==> config.mk <==
export PLATFORM = sky130hd
export DESIGN_NAME = apb_fifo_master
export DESIGN_NICKNAME = d
export VERILOG_FILES = /design/src/rtl/apb_fifo_master.sv
export SDC_FILE = /design/constraint.sdc
export NUM_CORES = 1
export LEC_CHECK = 0
export CAP_MARGIN = 20
export CORE_MARGIN = 3
export CORE_UTILIZATION = 48
export CTS_CLUSTER_DIAMETER = 200
export DETAILED_ROUTE_END_ITERATION = 10
export PLACE_DENSITY = 0.79
export SLEW_MARGIN = 20
export SYNTH_ARGS = -nofsm -noshare
export SYNTH_HDL_FRONTEND = slang
export SYNTH_SLANG_ARGS = --single-unit
==> constraint.sdc <==
create_clock -name PCLK -period 2.55 [get_ports PCLK]
set_input_delay 0.51 -clock PCLK [delete_from_list [all_inputs] [get_ports PCLK]]
set_output_delay 0.51 -clock PCLK [all_outputs]
set_load 0.03 [all_outputs]
==> src/rtl/apb_fifo_master.sv <==
// APB requester for the apb2fifo slave: turns a valid/ready command stream into
// single push/pop transfers and returns one response (data, error, timeout) per command.
module apb_fifo_master #(
  parameter int TIMEOUT   = 16,
  parameter int ERR_CNT_W = 8
) (
  input  logic                 PCLK,
  input  logic                 PRESET,
  input  logic                 cmd_valid,
  output logic                 cmd_ready,
  input  logic                 cmd_rd,
  input  logic [7:0]           cmd_wdata,
  output logic                 rsp_valid,
  output logic [7:0]           rsp_rdata,
  output logic                 rsp_err,
  output logic                 rsp_timeout,
  output logic [ERR_CNT_W-1:0] err_cnt,
  output logic                 PSELx,
  output logic                 PENABLE,
  output logic                 PADDR,
  output logic                 PWRITE,
  output logic [7:0]           PWDATA,
  input  logic                 PREADY,
  input  logic                 PSLVERR,
  input  logic [7:0]           PRDATA
);

  typedef enum logic [1:0] {IDLE, SETUP, ACCESS} state_t;

  localparam logic [15:0] WAIT_LAST = 16'(TIMEOUT - 1);

  state_t      state, state_next;
  logic [15:0] wait_cnt;
  logic        accept;
  logic        done_err, done_ok, done_to, done;

  assign cmd_ready = (state == IDLE) && !PRESET;
  assign accept    = cmd_valid && cmd_ready;

  // PSLVERR wins over PREADY; timeout only when the slave gave neither
  assign done_err = (state == ACCESS) && PSLVERR;
  assign done_ok  = (state == ACCESS) && !PSLVERR && PREADY;
  assign done_to  = (state == ACCESS) && !PSLVERR && !PREADY && (wait_cnt == WAIT_LAST);
  assign done     = done_err || done_ok || done_to;

  always_ff @(posedge PCLK) begin
    if (PRESET) state <= IDLE;
    else        state <= state_next;
  end

  always_comb begin
    state_next = state;
    PSELx      = 1'b0;
    PENABLE    = 1'b0;
    case (state)
      IDLE: begin
        if (accept) state_next = SETUP;
      end
      SETUP: begin
        PSELx      = 1'b1;
        state_next = ACCESS;
      end
      ACCESS: begin
        PSELx   = 1'b1;
        PENABLE = 1'b1;
        if (done) state_next = IDLE;
      end
      default: state_next = IDLE;
    endcase
  end

  // Address/direction/data are captured at acceptance and held for the whole transfer
  always_ff @(posedge PCLK) begin
    if (PRESET) begin
      PADDR  <= 1'b0;
      PWRITE <= 1'b0;
      PWDATA <= 8'h00;
    end else if (accept) begin
      PADDR  <= cmd_rd;
      PWRITE <= !cmd_rd;
      PWDATA <= cmd_rd ? 8'h00 : cmd_wdata;
    end
  end

  always_ff @(posedge PCLK) begin
    if (PRESET)                          wait_cnt <= 16'd0;
    else if (state == SETUP)             wait_cnt <= 16'd0;
    else if (state == ACCESS && !done)   wait_cnt <= wait_cnt + 16'd1;
  end

  always_ff @(posedge PCLK) begin
    if (PRESET) begin
      rsp_valid   <= 1'b0;
      rsp_rdata   <= 8'h00;
      rsp_err     <= 1'b0;
      rsp_timeout <= 1'b0;
      err_cnt     <= '0;
    end else begin
      rsp_valid <= done;
      if (done) begin
        rsp_rdata   <= (done_ok && PADDR) ? PRDATA : 8'h00;
        rsp_err     <= done_err || done_to;
        rsp_timeout <= done_to;
      end
      if ((done_err || done_to) && (err_cnt != '1))
        err_cnt <= err_cnt + ERR_CNT_W'(1);
    end
  end

endmodule

==> impl_metrics.env <==
export IMPL_cts_clk_slew_worst_paths_ps=90
export IMPL_track_usage=0.1909
export IMPL_finalCritPeriodShare=0.9504
export IMPL_cp_end_kind="primary output"
export IMPL_grt_pass1_vias=1791
export IMPL_vias_per_cell=5.396
export IMPL_rsz0062_at_grt="false"
export IMPL_ys_ff_latch=47
export IMPL_wire_per_inst_microns=13.87
export IMPL_cts_buffers=5
export IMPL_cts_setup_buffers=0
export IMPL_syn_nets=256
export IMPL_dieArea_sq_um=5201
export IMPL_ant_nets=0
export IMPL_worstReg2RegEnd="state[0]"
export IMPL_pwr_share_comb=0.165
export IMPL_h_tree_depth=2
export IMPL_route_detailed_drc=0
export IMPL_fin_nets=313
export IMPL_design_core_area_sq_um=4115
export IMPL_holdBufCountCts=0
export IMPL_async_reset_ff_frac=0
export IMPL_setup_viol=0
export IMPL_synth_main_ff_cell="dfxtp_1"
export IMPL_ys_warnings_count=0
export IMPL_syn_area_sq_um=2098
export IMPL_hold_end="rsp_timeout"
export IMPL_ir_worst_vdd_v=0.0003472
export IMPL_clk_path_buf_depth=2
export IMPL_die_x_microns=72.12
export IMPL_insertion_delay_ps=300
export IMPL_num_io_pins=54
export IMPL_area_growth_pct=34.94
export IMPL_crit_path_cell_trace="inv_1 > ha_1 > clkdlybuf4s50_1"
export IMPL_leakage_nw=1.009
export IMPL_critPathKind="reg -> out"
export IMPL_clkPwrFrac=0.384
export IMPL_gp_congestion=0.8036
export IMPL_r2r_slack_ps=350
export IMPL_syn_inst=228
export IMPL_skew_ps=6.946
export IMPL_post_route_util=0.6881
export IMPL_crit_arrival_ps=1910
export IMPL_vias=1813
export IMPL_crit_cells=3
export IMPL_slew_violations=0
export IMPL_hold_path_depth=2
export IMPL_grt_max_degree=26
export IMPL_start_kind="flip-flop"
export IMPL_crit_family="buffers and inverters"
export IMPL_startpoint="state[0]"
export IMPL_final_area_sq_um=2831
export IMPL_power_switching_mw=0.4329
export IMPL_synth_edf_count=0
export IMPL_antenna_found_initial=0
export IMPL_synth_seq_area_share=0.4484
export IMPL_fin_crit_ps=2424
export IMPL_post_cts_resized=0
export IMPL_cellInternalPower_mw=1.265
export IMPL_hold_path_class="reg -> reg"
export IMPL_hold_slack_ps=464.2
export IMPL_power_density_nw_per_um2=599.7
export IMPL_cts_tree="yes"
export IMPL_crit_fanout=11
export IMPL_routed_wl_microns=4661
export IMPL_yosys_top_cells_area="dfxtp_1 45%, nor2_1 5.9%, xor2_1 4.6%"
export IMPL_synth_top_area_cell="dfxtp_1"
export IMPL_io_buffers=53
export IMPL_hold_viol=0
export IMPL_die_h_microns=72.12
export IMPL_fmax_mhz=412.6
export IMPL_root_buffer="clkbuf_8"
export IMPL_rows=23
export IMPL_cts_num_sinks=47
export IMPL_path_buf_inv=2
export IMPL_ff2ff_path_depth=7
export IMPL_post_synth_top_count_cell="dfxtp_1"
export IMPL_slowest_stage="clkdlybuf4s50_1"
export IMPL_required_ps=2040
export IMPL_drtPass1Iterations=4
export IMPL_layout_drive_gt1_share=0.1049
export IMPL_finalSetupTns_ps=0
export IMPL_diodes=0
export IMPL_swShare=0.2549
export IMPL_grt_overflow=0
export IMPL_netlist_area_leader_share=0.4484
export IMPL_initial_core_util=0.5099
export IMPL_max_cap_violations=0
export IMPL_critPathMaxStageDelay_ps=750
export IMPL_pwr_share_seq=0.451
export IMPL_hold_start="rsp_timeout"
export IMPL_status="finished, final reports clean"
export IMPL_total_power_mw=1.698
export IMPL_max_slew_margin_rel=0.6487
export IMPL_grt_pass1_wl_microns=7962
export IMPL_dp_hpwl_microns=3335
export IMPL_synthDistinctLibCells=41
export IMPL_synthTopCellsByCount="47 x dfxtp_1, 33 x nor2_1, 17 x a21oi_1"
export IMPL_post_dp_cell_area_sq_um=2695
export IMPL_worst_slew_pin_slew_ps=525.7
export IMPL_fillers=355
export IMPL_syn_area_per_cell_sq_um=9.203
export IMPL_drt_iter0_drc=99
export IMPL_r2r_start="state[0]"
[tightest hold or removal path, stage by stage, from the launching register on]
cell and delay (ps):
dfxtp_1 320, nand2_1 50, a21oi_1 50
[registers in the layout (all words and copies together) (netlist names)]
signal / count
rsp_rdata: 8
PWDATA: 8
rsp_err: 1
PWRITE: 1
wait_cnt: 16
PADDR: 1
err_cnt: 8
rsp_valid: 1
rsp_timeout: 1
state: 2
[how the worst max path moves through the flow]
stage	endpoint	slack, ps
final	PENABLE	130
after detailed placement	err_cnt[7]	120
after global routing	PENABLE	60
after CTS	PENABLE	130
after global placement	err_cnt[5]	160
after floorplan	wait_cnt[6]	410
[power groups by stage]
stage / Sequential, mW / Combinational [mW] / Clock, mW
finish: 0.767 / 0.280 / 0.652
global route: 0.769 / 0.303 / 0.681
CTS: 0.767 / 0.282 / 0.662
detailed placement: 0.784 / 0.281 / 0
global placement: 0.783 / 0.276 / 0
floorplan: 0.805 / 0.150 / 0
[layout by cell type (no fill, tap or decap), types with 2 or more instances in the layout]
master / instances
nor3b_1: 9
buf_4: 6
a22o_1: 8
or2_2: 3
clkbuf_8: 5
inv_1: 6
o21ai_0: 3
nor4_2: 2
clkdlybuf4s50_1: 52
bufinv_16: 2
nand4_1: 8
or4_1: 2
dfxtp_1: 47
ha_1: 6
o31ai_1: 2
nand3_1: 7
nor2_1: 33
mux2i_1: 5
nand2_1: 15
a31oi_1: 2
o211ai_1: 2
o21ai_2: 2
xor2_1: 11
nand2b_1: 2
nor3_1: 5
xnor2_1: 3
and3_2: 2
a311oi_1: 3
a21oi_1: 17
nor2b_1: 2
[through the flow]
stage | worst slack (ps) | cells
floorplan | 414.6 | 228
global placement | 159.6 | 328
detailed placement | 121.1 | 328
CTS | 130.9 | 336
global route | 59.07 | 336
finish | 126.5 | 336
[logic make-up (layout without fill, tap and decap cells)]
family | count (synthesis) | count (layout) | synth area share
AND/OR/NAND/NOR | 98 | 98 | 0.2594
adder cells (fa/ha/maj) | 6 | 6 | 0.03578
flip-flops | 47 | 47 | 0.4484
AO/OA/AOI/OAI | 43 | 43 | 0.1431
XOR/XNOR | 14 | 14 | 0.05844
buffers and inverters | 14 | 72 | 0.02564
multiplexers | 6 | 6 | 0.02922
[cell type report]
type	instances	area [sq um]	share of cell area
Clock buffer	5	68.82	0.02430
Timing Repair Buffer	58	565.5	0.1997
Tap cell	50	62.56	0.02209
Clock inverter	3	67.56	0.02386
Sequential cell	47	940.9	0.3323
Multi-Input combinational cell	167	1104	0.3897
Inverter	6	22.52	0.007954
[per-layer routing]
| layer | vias to the layer above | global-route usage | wire length, microns |
|---|---|---|---|
| met2 | 47 | 0.3145 | 2169 |
| met1 | 839 | 0.2429 | 2180 |
| met4 | 0 | 0.05846 | 55 |
| met5 | - | 0 | 0 |
| met3 | 4 | 0.05263 | 255 |
| li1 | 923 | - | - |
Power figures use the tool's default switching activity.
